**src/rtl/rev_serial_adder.sv**
```systemverilog
// Multi-cycle reversible adder/subtractor: B <- A+B+cin (FWD) or B <- B-A-cin (REV),
// BPC bits per clock through chained reversible full-adder cells.

module rev_fa_cell (
  input  logic mode_i,
  input  logic a_i,
  input  logic b_i,
  input  logic c_i,
  output logic s_o,
  output logic c_o
);
  logic bd;
  // REV is an add on ~b with the sum re-inverted: d = b^a^c, borrow = maj(a,~b,c)
  assign bd  = b_i ^ mode_i;
  assign c_o = (a_i & bd) | (a_i & c_i) | (bd & c_i);
  assign s_o = a_i ^ bd ^ c_i ^ mode_i;
endmodule

module rev_serial_adder #(
  parameter int WIDTH = 8,
  parameter int BPC   = 1
) (
  input  logic             clk,
  input  logic             rst_n,
  input  logic             start,
  input  logic             mode,
  input  logic [WIDTH-1:0] a_in,
  input  logic [WIDTH-1:0] b_in,
  input  logic             cin,
  output logic             busy,
  output logic             done,
  output logic [WIDTH-1:0] a_out,
  output logic [WIDTH-1:0] b_out,
  output logic             carry_out
);
  localparam int NCH = WIDTH / BPC;
  localparam int IW  = (NCH > 1) ? $clog2(NCH) : 1;

  typedef enum logic [1:0] {IDLE, RUN, DONE} state_t;

  state_t           state_q;
  logic [WIDTH-1:0] a_q, b_q, b_d, a_out_q, b_out_q;
  logic             mode_q, c_q, c_d, busy_q, done_q, cout_q;
  logic [IW-1:0]    idx_q;
  logic [BPC-1:0]   a_ch, b_ch, r_ch;
  logic [BPC:0]     cc;

  assign a_ch  = a_q[idx_q*BPC +: BPC];
  assign b_ch  = b_q[idx_q*BPC +: BPC];
  assign cc[0] = c_q;

  for (genvar i = 0; i < BPC; i++) begin : g_cell
    rev_fa_cell u_cell (
      .mode_i (mode_q),
      .a_i    (a_ch[i]),
      .b_i    (b_ch[i]),
      .c_i    (cc[i]),
      .s_o    (r_ch[i]),
      .c_o    (cc[i+1])
    );
  end

  always_comb begin
    b_d = b_q;
    b_d[idx_q*BPC +: BPC] = r_ch;
    c_d = cc[BPC];
  end

  always_ff @(posedge clk) begin
    if (!rst_n) begin
      state_q <= IDLE;
      a_q     <= '0;
      b_q     <= '0;
      mode_q  <= 1'b0;
      c_q     <= 1'b0;
      idx_q   <= '0;
      busy_q  <= 1'b0;
      done_q  <= 1'b0;
      a_out_q <= '0;
      b_out_q <= '0;
      cout_q  <= 1'b0;
    end else begin
      case (state_q)
        IDLE: if (start) begin
          a_q     <= a_in;
          b_q     <= b_in;
          mode_q  <= mode;
          c_q     <= cin;
          idx_q   <= '0;
          busy_q  <= 1'b1;
          state_q <= RUN;
        end
        RUN: begin
          b_q   <= b_d;
          c_q   <= c_d;
          idx_q <= idx_q + 1'b1;
          // outputs are only published on the DONE entry edge
          if (int'(idx_q) == NCH - 1) begin
            state_q <= DONE;
            done_q  <= 1'b1;
            a_out_q <= a_q;
            b_out_q <= b_d;
            cout_q  <= c_d;
          end
        end
        DONE: begin
          done_q  <= 1'b0;
          busy_q  <= 1'b0;
          state_q <= IDLE;
        end
        default: state_q <= IDLE;
      endcase
    end
  end

  assign busy      = busy_q;
  assign done      = done_q;
  assign a_out     = a_out_q;
  assign b_out     = b_out_q;
  assign carry_out = cout_q;
endmodule

```
**config.mk**
```make
export PLATFORM = sky130hd
export DESIGN_NAME = rev_serial_adder
export DESIGN_NICKNAME = d
export VERILOG_FILES = /design/src/rtl/rev_serial_adder.sv
export SDC_FILE = /design/constraint.sdc
export NUM_CORES = 1
export LEC_CHECK = 0
export ABC_AREA = 0
export BUFFER_PORTS_ARGS = -buffer_cell sky130_fd_sc_hd__buf_2
export CAP_MARGIN = 25
export CELL_PAD_IN_SITES_DETAIL_PLACEMENT = 0
export CELL_PAD_IN_SITES_GLOBAL_PLACEMENT = 1
export CORE_MARGIN = 2
export CORE_UTILIZATION = 44
export CTS_CLUSTER_SIZE = 14
export DETAILED_ROUTE_END_ITERATION = 10
export HOLD_SLACK_MARGIN = 0.1
export PLACE_DENSITY = 0.92
export SLEW_MARGIN = 20
export SYNTH_ARGS = -nofsm -noshare
export SYNTH_HDL_FRONTEND = slang
export SYNTH_SLANG_ARGS = --single-unit
```
**constraint.sdc**
```tcl
create_clock -name clk -period 6.1 [get_ports clk]
set_clock_uncertainty 0.2 [all_clocks]
set_input_delay 1.22 -clock clk [delete_from_list [all_inputs] [get_ports clk]]
set_output_delay 1.22 -clock clk [all_outputs]
set_load 0.05 [all_outputs]
```
==> flow_metrics.py, run 1 <==
metrics = {
    "outcome": {
        "status": "finished clean",
    },
    "cts": {
        "numCtsBuffers": 5,
        "clock_sinks": 42,
        "clockRootBuffer": "clkbuf_8",
        "insertion_delay_ns": 0.29,
        "clockBufferDepth": 2,
        "cts_tree": "done",
        "cts_htree_levels": 2,
        "post_cts_buffers": 0,
        "cts_resized": 0,
        "clkTransAtPathRegs_ns": 0.08,
        "postCtsHoldBufs": 0,
    },
    "floorplanning": {
        "core_mm2": 0.00441,
        "die_h_um": 72.2,
        "initial_core_util_pct": 46.3,
        "num_rows": 24,
        "die-area_mm2": 0.00521,
        "die_w_um": 72.2,
        "io_pins": 40,
    },
    "grt": {
        "overflow": 0,
        "grt_use_total_pct": 19.2,
        "antenna_found_initial": 0,
        "grt_max_degree": 33,
        "grt_pass1_wl_um": 7690,
        "grt_pass1_vias": 1548,
    },
    "logic_synthesis": {
        "yosys-top-cells-area": "dfxtp_1 41%, nand2_1 9.5%, a21oi_1 7.8%",
        "synth_cell_types": 44,
        "syn_nets": 255,
        "netlist_area_mm2": 0.00204,
        "yosysSeqAreaShare_pct": 41.1,
        "ys_async_sr_fraction_pct": 0,
        "synth_edf_count": 0,
        "ys_ff_latch": 42,
        "netlist_instances": 229,
        "ys.warnings.count": 0,
        "netlist.area_leader.share_pct": 41.1,
        "yosysTopAreaCell": "dfxtp_1",
        "synth_flop_cell": "dfxtp_1",
        "synth.avg_cell_area_um2": 8.93,
    },
    "power_and_ir_drop": {
        "powerDensity_mw_per_mm2": 245,
        "p_leak_nw": 0.996,
        "total_power_mw": 0.568,
        "vdd_drop_max_uv": 165,
    },
    "route": {
        "vias": 1733,
        "drc": 0,
        "postRouteAntennaNets": 0,
        "drt-pass1-iter-count": 4,
        "drt-total-wl_um": 4700,
        "initialDrtViolationCount": 97,
        "viasPerCell": 5.54,
        "wl_per_cell_um": 15.0,
    },
    "place": {
        "gp_congestion": 0.834,
        "hpwl_um": 3360,
        "dp_cells": 304,
        "port_buffers": 39,
        "dpl_cell_area_mm2": 0.00221,
    },
    "cells_and_area": {
        "design_area_mm2": 0.00232,
        "diodes": 0,
        "multi_input_area_mm2": 0.00108,
        "finish.net_count": 286,
        "final_util_pct": 52.5,
        "syn_to_final_growth_pct": 13.4,
        "seqCellArea_um2": 841,
        "fin_cells": 313,
        "final_layout_size_suffix_gt1_share_pct": 22.6,
        "nFillCells": 429,
    },
    "worst_setup_path": {
        "max_stage_delay_ns": 0.69,
        "critPathRequiredTime_ns": 6.08,
        "end_kind": "register",
        "cp-start-kind": "register",
        "cp_max_fo": 14,
        "crit_chain": "mux4_1, mux2i_1, xnor2_1, fa_1, xor2_2, mux2_4, a221oi_2, nor2_1",
        "cp.arrival_ns": 3.26,
        "path_class": "reg -> reg",
        "crit_buf_inv": 0,
        "crit_family": "multiplexers",
        "cp_slowest_cell": "dfxtp_1",
    },
    "sta": {
        "setup-violations-final": 0,
        "min_period_ns": 3.28,
        "worst_pin_slew_ns": 1.01,
        "totalNegativeSetupSlack_ns": 0,
        "hold_viol": 0,
        "fin_crit_sh_pct": 53.8,
        "slew_headroom_pct": 32.4,
        "rsz0062_at_grt": "false",
        "clock.fmax_ghz": 0.305,
        "report.final.slew_viol_count": 0,
    },
    "min_path": {
        "hold_class": "reg -> reg",
    },
    "flow_run": {
        "maxCapViolCount": 0,
    },
}
registers in the layout, indices dropped and copies added (netlist names), 2 cells and up:
| signal | flops |
|---|---|
| b_q | 8 |
| a_q | 8 |
| a_out | 8 |
| idx_q | 3 |
| state_q | 2 |
| b_out | 8 |
per-stage QoR:
step                hold slack [ns]  worst slack (ns)
floorplan                     0.242              3.30
global placement              0.243              2.92
detailed placement            0.247              2.79
CTS                           0.258              2.78
global route                  0.279              2.63
finish                        0.254              2.82
cell usage in the layout (no fill, tap or decap), types with 2 or more instances in the layout:
cell	instances
and4bb_1	3
mux4_1	2
mux2i_1	6
o21ai_0	2
nand4b_1	2
clkbuf_8	6
a21oi_1	32
nand2b_1	3
o221ai_1	3
o21ai_1	3
mux4_2	2
ha_1	4
dfxtp_1	42
a22oi_1	3
mux2_1	2
nand3_1	7
and2_1	2
buf_2	39
o22ai_1	3
inv_1	7
nor2_1	12
nand2_1	52
o22a_1	2
layer usage:
| layer | part of all wire, % | track usage, % |
|---|---|---|
| met5 | 0 | 0 |
| met4 | 1.4 | 6.29 |
| met3 | 5.2 | 4.31 |
| met2 | 47 | 30.0 |
| met1 | 47 | 26.5 |
where the power goes:
part | internal, mW | switching (mW)
registers | 0.285 | 0.0136
logic | 0.0374 | 0.0505
clock network | 0.0913 | 0.0904
path summary, 6_finish.rpt:
kind	start	end	slack, ns	cells after the start
max	idx_q[0]	b_q[1]	2.82	8
min	b_out[3]	b_out[3]	0.25	2
max reg2reg	idx_q[0]	b_q[1]	2.82	8
min reg2reg	b_out[3]	b_out[3]	0.25	2
cell families (layout without fill, tap and decap cells):
group                      count (synthesis)  after routing  synth area share, %
DFF                                       42             42                 41.1
and+or+nand+nor                           91             91                 23.0
buffers and inverters                     23             55                 5.81
muxes                                     13             13                 9.55
AOI/OAI and AO/OA                         53             53                 15.9
xor gates and xnor gates                   2              2                 1.22
adders and majority gates                  5              5                 3.43
cell usage after synthesis, types with 3 or more instances:
cell type / number
clkbuf_1: 4
nand3_1: 7
nand2b_1: 3
and4bb_1: 3
nor2_1: 12
a22oi_1: 3
o221ai_1: 3
dfxtp_1: 42
o22ai_1: 3
buf_2: 8
o21ai_1: 3
inv_1: 7
mux2i_1: 6
a21oi_1: 32
ha_1: 4
nand2_1: 52
worst min-delay path, cell delays in order, from the launching register on:
cell     delay, ns
dfxtp_1       0.31
nand2_1       0.05
a21oi_1       0.05
layout make-up:
class / instances / area share (%)
multi-input combinational: 164 / 46.8
sequential: 42 / 36.3
timing repair buffer: 40 / 9.07
clock buffer: 7 / 3.72
tap: 52 / 2.81
inverter: 7 / 1.13
clock inverter: 1 / 0.216
(Power assumes the default switching activity.)
==> run 2: changes to the inputs <==
- CORE_UTILIZATION: 44 -> 37
- PLACE_DENSITY: 0.92 -> 0.83
- clock period: 6.1 -> 3 ns (I/O delays scaled with it)
==> flow_metrics.py, run 2 (synthesis results as in run 1) <==
metrics = {
    "worst_setup_path": {
        "cp_max_fo": 6,
        "end_kind": "register",
        "cp-start-kind": "register",
        "worstRegToRegCells": 8,
        "critPathRequiredTime_ns": 2.97,
        "path_class": "reg -> reg",
        "cp.arrival_ns": 2.84,
    },
    "cts": {
        "numCtsBuffers": 5,
        "clock_sinks": 42,
        "cts_tree": "done",
        "clkTransAtPathRegs_ns": 0.08,
        "cts_htree_levels": 2,
        "insertion_delay_ns": 0.30,
        "clockRootBuffer": "clkbuf_8",
        "clockBufferDepth": 2,
        "postCtsHoldBufs": 0,
    },
    "cells_and_area": {
        "final_common_cell": "nand2_1",
        "diodes": 0,
        "nFillCells": 557,
        "layout_common_cells": "52 x nand2_1, 40 x dfxtp_1, 39 x buf_2",
        "finish.net_count": 293,
        "final_layout_size_suffix_gt1_share_pct": 26.6,
        "design_area_mm2": 0.00240,
        "syn_to_final_growth_pct": 17.2,
        "seqCellArea_um2": 846,
        "fin_cells": 339,
        "multi_input_area_mm2": 0.00110,
        "final_util_pct": 44.3,
    },
    "sta": {
        "setup_ws_ns": 0.128,
        "min_period_ns": 2.87,
        "slew_headroom_pct": 59.9,
        "timing.hold.ws_ns": 0.256,
        "rsz0062_at_grt": "false",
        "report.final.slew_viol_count": 0,
        "totalNegativeSetupSlack_ns": 0,
        "clock.fmax_ghz": 0.348,
        "fin_crit_sh_pct": 95.7,
        "setup-violations-final": 0,
        "hold_viol": 0,
        "worst_pin_slew_ns": 0.602,
    },
    "grt": {
        "grt_max_degree": 22,
        "grt_pass1_vias": 1664,
        "antenna_found_initial": 0,
        "grt_use_total_pct": 16.9,
        "overflow": 0,
        "grt_pass1_wl_um": 8100,
    },
    "floorplanning": {
        "initial_core_util_pct": 37.8,
        "core_mm2": 0.00541,
        "io_pins": 40,
        "die_w_um": 78.3,
        "die-area_mm2": 0.00614,
        "num_rows": 27,
        "die_h_um": 78.3,
    },
    "min_path": {
        "hold_depth": 2,
        "hold_class": "reg -> reg",
    },
    "route": {
        "postRouteAntennaNets": 0,
        "vias": 1741,
        "drt-pass1-iter-count": 4,
        "viasPerCell": 5.14,
        "drc": 0,
        "drt-total-wl_um": 4920,
        "wl_per_cell_um": 14.5,
        "initialDrtViolationCount": 87,
    },
    "power_and_ir_drop": {
        "p_leak_nw": 1.02,
        "power_switching_share_pct": 28.1,
        "vdd_drop_max_uv": 338,
        "cell_internal_pwr_mw": 0.843,
        "seqPwrFrac_pct": 51.5,
        "powerDensity_mw_per_mm2": 489,
        "p_comb_share_pct": 18.9,
        "p_sw_mw": 0.330,
        "power_frac_clock_pct": 29.7,
        "total_power_mw": 1.17,
    },
    "outcome": {
        "status": "finished clean",
    },
    "place": {
        "gp_congestion": 0.863,
        "pre_cts_slack_ns": 0.0509,
        "port_buffers": 39,
        "dpl_cell_area_mm2": 0.00228,
        "hpwl_um": 3570,
        "dp_cells": 330,
    },
    "flow_run": {
        "maxCapViolCount": 0,
    },
}
run 2: layer usage:
layer | routed length [µm] | global-route usage [%] | share of wire (%) | vias to the layer above
met3 | 296 | 4.37 | 6.0 | 6
li1 | - | - | - | 867
met5 | 0 | 0 | 0 | -
met4 | 63 | 5.61 | 1.3 | 0
met1 | 2150 | 21.2 | 44 | 810
met2 | 2410 | 28.4 | 49 | 58
run 2: final timing paths:
check / start / endpoint / slack [ns]
setup reg to reg: idx_q[0] / b_q[1] / 0.13
hold reg to reg: a_out[0] / a_out[0] / 0.26
setup / recovery: idx_q[0] / b_q[1] / 0.13
hold / removal: a_out[0] / a_out[0] / 0.26
run 2: power groups by stage:
stage | clock network [mW] | logic, mW | registers (mW)
final | 0.348 | 0.221 | 0.604
after global routing | 0.386 | 0.243 | 0.607
after CTS | 0.357 | 0.193 | 0.602
after detailed placement | 0 | 0.192 | 0.615
after global placement | 0 | 0.189 | 0.615
after floorplan | 0 | 0.141 | 0.609
run 2: repair_timing:
item,CTS,global route
resized for setup,0,9
buffers inserted,0,2
setup endpoints to repair,0,7
run 2: final cells by class:
| type | count | area share [%] |
|---|---|---|
| Multi-Input combinational cell | 164 | 46.0 |
| Timing Repair Buffer | 47 | 10.7 |
| Tap cell | 72 | 3.76 |
| Inverter | 7 | 1.10 |
| Clock buffer | 7 | 3.19 |
| Sequential cell | 42 | 35.3 |
run 2: worst max-delay path, cell delays in order, from the launching register on:
cell and delay [ns]:
dfxtp_4 0.37, mux4_2 0.51, mux2i_2 0.24, xnor2_2 0.16, fa_2 0.50, xor2_4 0.19, mux2_4 0.30, a221oi_2 0.23
nor2_1 0.05
==> run 3: changes to the inputs <==
- CTS_BUF_LIST: not set -> sky130_fd_sc_hd__clkbuf_4 sky130_fd_sc_hd__clkbuf_8 sky130_fd_sc_hd__clkbuf_16
- MAX_ROUTING_LAYER: not set -> met4
- SYNTH_HIERARCHICAL: not set -> 1
==> flow_metrics.py, run 3 <==
metrics = {
    "cells_and_area": {
        "final_common_cell": "dfxtp_1",
        "finish.net_count": 296,
        "layout_common_cells": "41 x dfxtp_1, 40 x nand2_1, 39 x buf_2",
        "diodes": 0,
        "nFillCells": 543,
        "final_util_pct": 45.6,
        "syn_to_final_growth_pct": 18.4,
        "final_layout_size_suffix_gt1_share_pct": 23.7,
        "fin_cells": 342,
    },
    "sta": {
        "report.final.slew_viol_count": 0,
        "hold_viol": 0,
        "slew_headroom_pct": 56.3,
        "clock.fmax_ghz": 0.354,
        "timing.hold.ws_ns": 0.253,
        "min_period_ns": 2.82,
        "setup-violations-final": 0,
        "worst_pin_slew_ns": 0.655,
        "fin_crit_sh_pct": 94.1,
        "rsz0062_at_grt": "false",
        "totalNegativeSetupSlack_ns": 0,
    },
    "cts": {
        "insertion_delay_ns": 0.30,
        "clockBufferDepth": 2,
        "clock_sinks": 42,
        "cts_htree_levels": 2,
        "cts_tree": "done",
        "numCtsBuffers": 5,
        "clkTransAtPathRegs_ns": 0.09,
        "postCtsHoldBufs": 0,
        "clockRootBuffer": "clkbuf_8",
    },
    "logic_synthesis": {
        "synth-compound-area-share_pct": 24.6,
        "synth_cell_types": 39,
        "synthAdderAreaFrac_pct": 3.89,
        "ys.warnings.count": 6,
        "yosys-top-cells-area": "dfxtp_1 40%, nand2_1 7.1%, mux4_1 5.0%",
        "synth-simple-area-share_pct": 16.3,
        "synth_commonest_cells": "42 x dfxtp_1, 40 x nand2_1, 15 x o21ai_0, 11 x a21boi_1, 11 x a21oi_1",
        "netlist_area_mm2": 0.00212,
        "yosysTopAreaCell": "dfxtp_1",
        "synth_top_family_by_area": "compound AO/OA/AOI/OAI gates",
        "ys_async_sr_fraction_pct": 0,
        "yosysMostFrequentCell": "dfxtp_1",
        "netlist.area_leader.share_pct": 39.6,
        "synth-xor-area-share_pct": 0.825,
        "synth_flop_cell": "dfxtp_1",
        "synth.avg_cell_area_um2": 9.07,
        "synth_edf_count": 0,
        "netlist_instances": 234,
        "syn_nets": 261,
        "muxShareOfSynthArea_pct": 8.73,
        "yosysSeqAreaShare_pct": 39.6,
        "ys_ff_latch": 42,
    },
    "min_path": {
        "hold_class": "reg -> reg",
    },
    "floorplanning": {
        "initial_core_util_pct": 38.5,
        "num_rows": 27,
        "die_h_um": 79.7,
        "die-area_mm2": 0.00636,
        "core_mm2": 0.00551,
        "io_pins": 40,
        "die_w_um": 79.7,
    },
    "flow_run": {
        "maxCapViolCount": 0,
    },
    "power_and_ir_drop": {
        "powerDensity_mw_per_mm2": 535,
        "p_leak_nw": 1.03,
        "total_power_mw": 1.34,
        "vdd_drop_max_uv": 329,
    },
    "worst_setup_path": {
        "end_kind": "register",
        "crit_buf_inv": 1,
        "max_stage_delay_ns": 0.56,
        "crit_family": "multiplexers",
        "critPathRequiredTime_ns": 3.00,
        "cp_slowest_cell": "mux4_1",
        "cp.arrival_ns": 2.82,
        "path_class": "reg -> reg",
        "crit_chain": "mux4_1, nand2_1, nand2_1, xnor2_1, fa_1, xnor2_1, buf_4, mux2i_2, o221ai_1, and2_1",
        "cp_max_fo": 9,
        "cp-start-kind": "register",
    },
    "place": {
        "port_buffers": 39,
        "hpwl_um": 3460,
        "gp_congestion": 0.886,
        "dp_cells": 332,
    },
    "grt": {
        "overflow": 0,
        "antenna_found_initial": 0,
        "grt_use_total_pct": 17.2,
        "grt_max_degree": 43,
        "grt_pass1_vias": 1703,
        "grt_pass1_wl_um": 8260,
    },
    "route": {
        "drt-total-wl_um": 5170,
        "viasPerCell": 5.49,
        "postRouteAntennaNets": 0,
        "vias": 1877,
        "drc": 0,
        "drt-pass1-iter-count": 4,
        "initialDrtViolationCount": 133,
        "wl_per_cell_um": 15.1,
    },
    "outcome": {
        "status": "finished clean",
    },
}
-- run 3: tightest hold or removal path, cell delays in order, from the launching register on --
cell,delay [ns]
dfxtp_1,0.31
nand2_1,0.05
a21boi_1,0.05
-- run 3: repair_timing --
action | CTS | global route
setup endpoints to repair | 1 | 4
gates resized for setup | 1 | 2
cloned | 0 | 0
buffers inserted | 0 | 2
hold endpoints to repair | 0 | 0
-- run 3: final timing paths --
kind	start	endpoint	slack (ns)	cells past startpoint
max	idx_q[0]	b_q[7]	0.18	10
min	a_out[6]	a_out[6]	0.25	2
max reg2reg	idx_q[0]	b_q[7]	0.18	10
min reg2reg	a_out[6]	a_out[6]	0.25	2
-- run 3: cell families (layout without fill, tap and decap cells) --
logic type                 after synthesis  count (layout)
AOI/OAI and AO/OA                       79              79
xor gates and xnor gates                 2               2
adders and majority gates                6               6
buffers and inverters                   26              62
DFF                                     42              42
muxes                                   12              12
and+or+nand+nor                         67              67
-- run 3: layer usage --
layer	part of all wire (%)	track usage, %
met1	47	22.0
met2	48	27.1
met5	0	-
met3	3.9	3.51
met4	1.4	6.10
-- run 3: final cells by class --
cell class	count	area (µm²)	share of cell area, %
Timing Repair Buffer	46	248	9.86
Multi-Input combinational cell	166	1160	46.1
Tap cell	72	90.1	3.59
Clock inverter	3	68.8	2.74
Clock buffer	5	68.8	2.74
Sequential cell	42	845	33.6
Inverter	8	35.0	1.39
-- run 3: report_power, final --
part | leakage, nW | internal [mW] | switching, mW | total, mW
sequential | 0.343 | 0.579 | 0.0212 | 0.600
clock | 0.0683 | 0.334 | 0.210 | 0.544
combinational | 0.620 | 0.0892 | 0.111 | 0.200
-- run 3: per-stage QoR --
step / worst slack [ns] / cell area (µm²)
final: 0.176 / 2510
after floorplan: 0.247 / 2120
after detailed placement: -0.0174 / 2350
after CTS: 0.0995 / 2490
after global placement: 0.139 / 2350
after global routing: 0.0113 / 2510
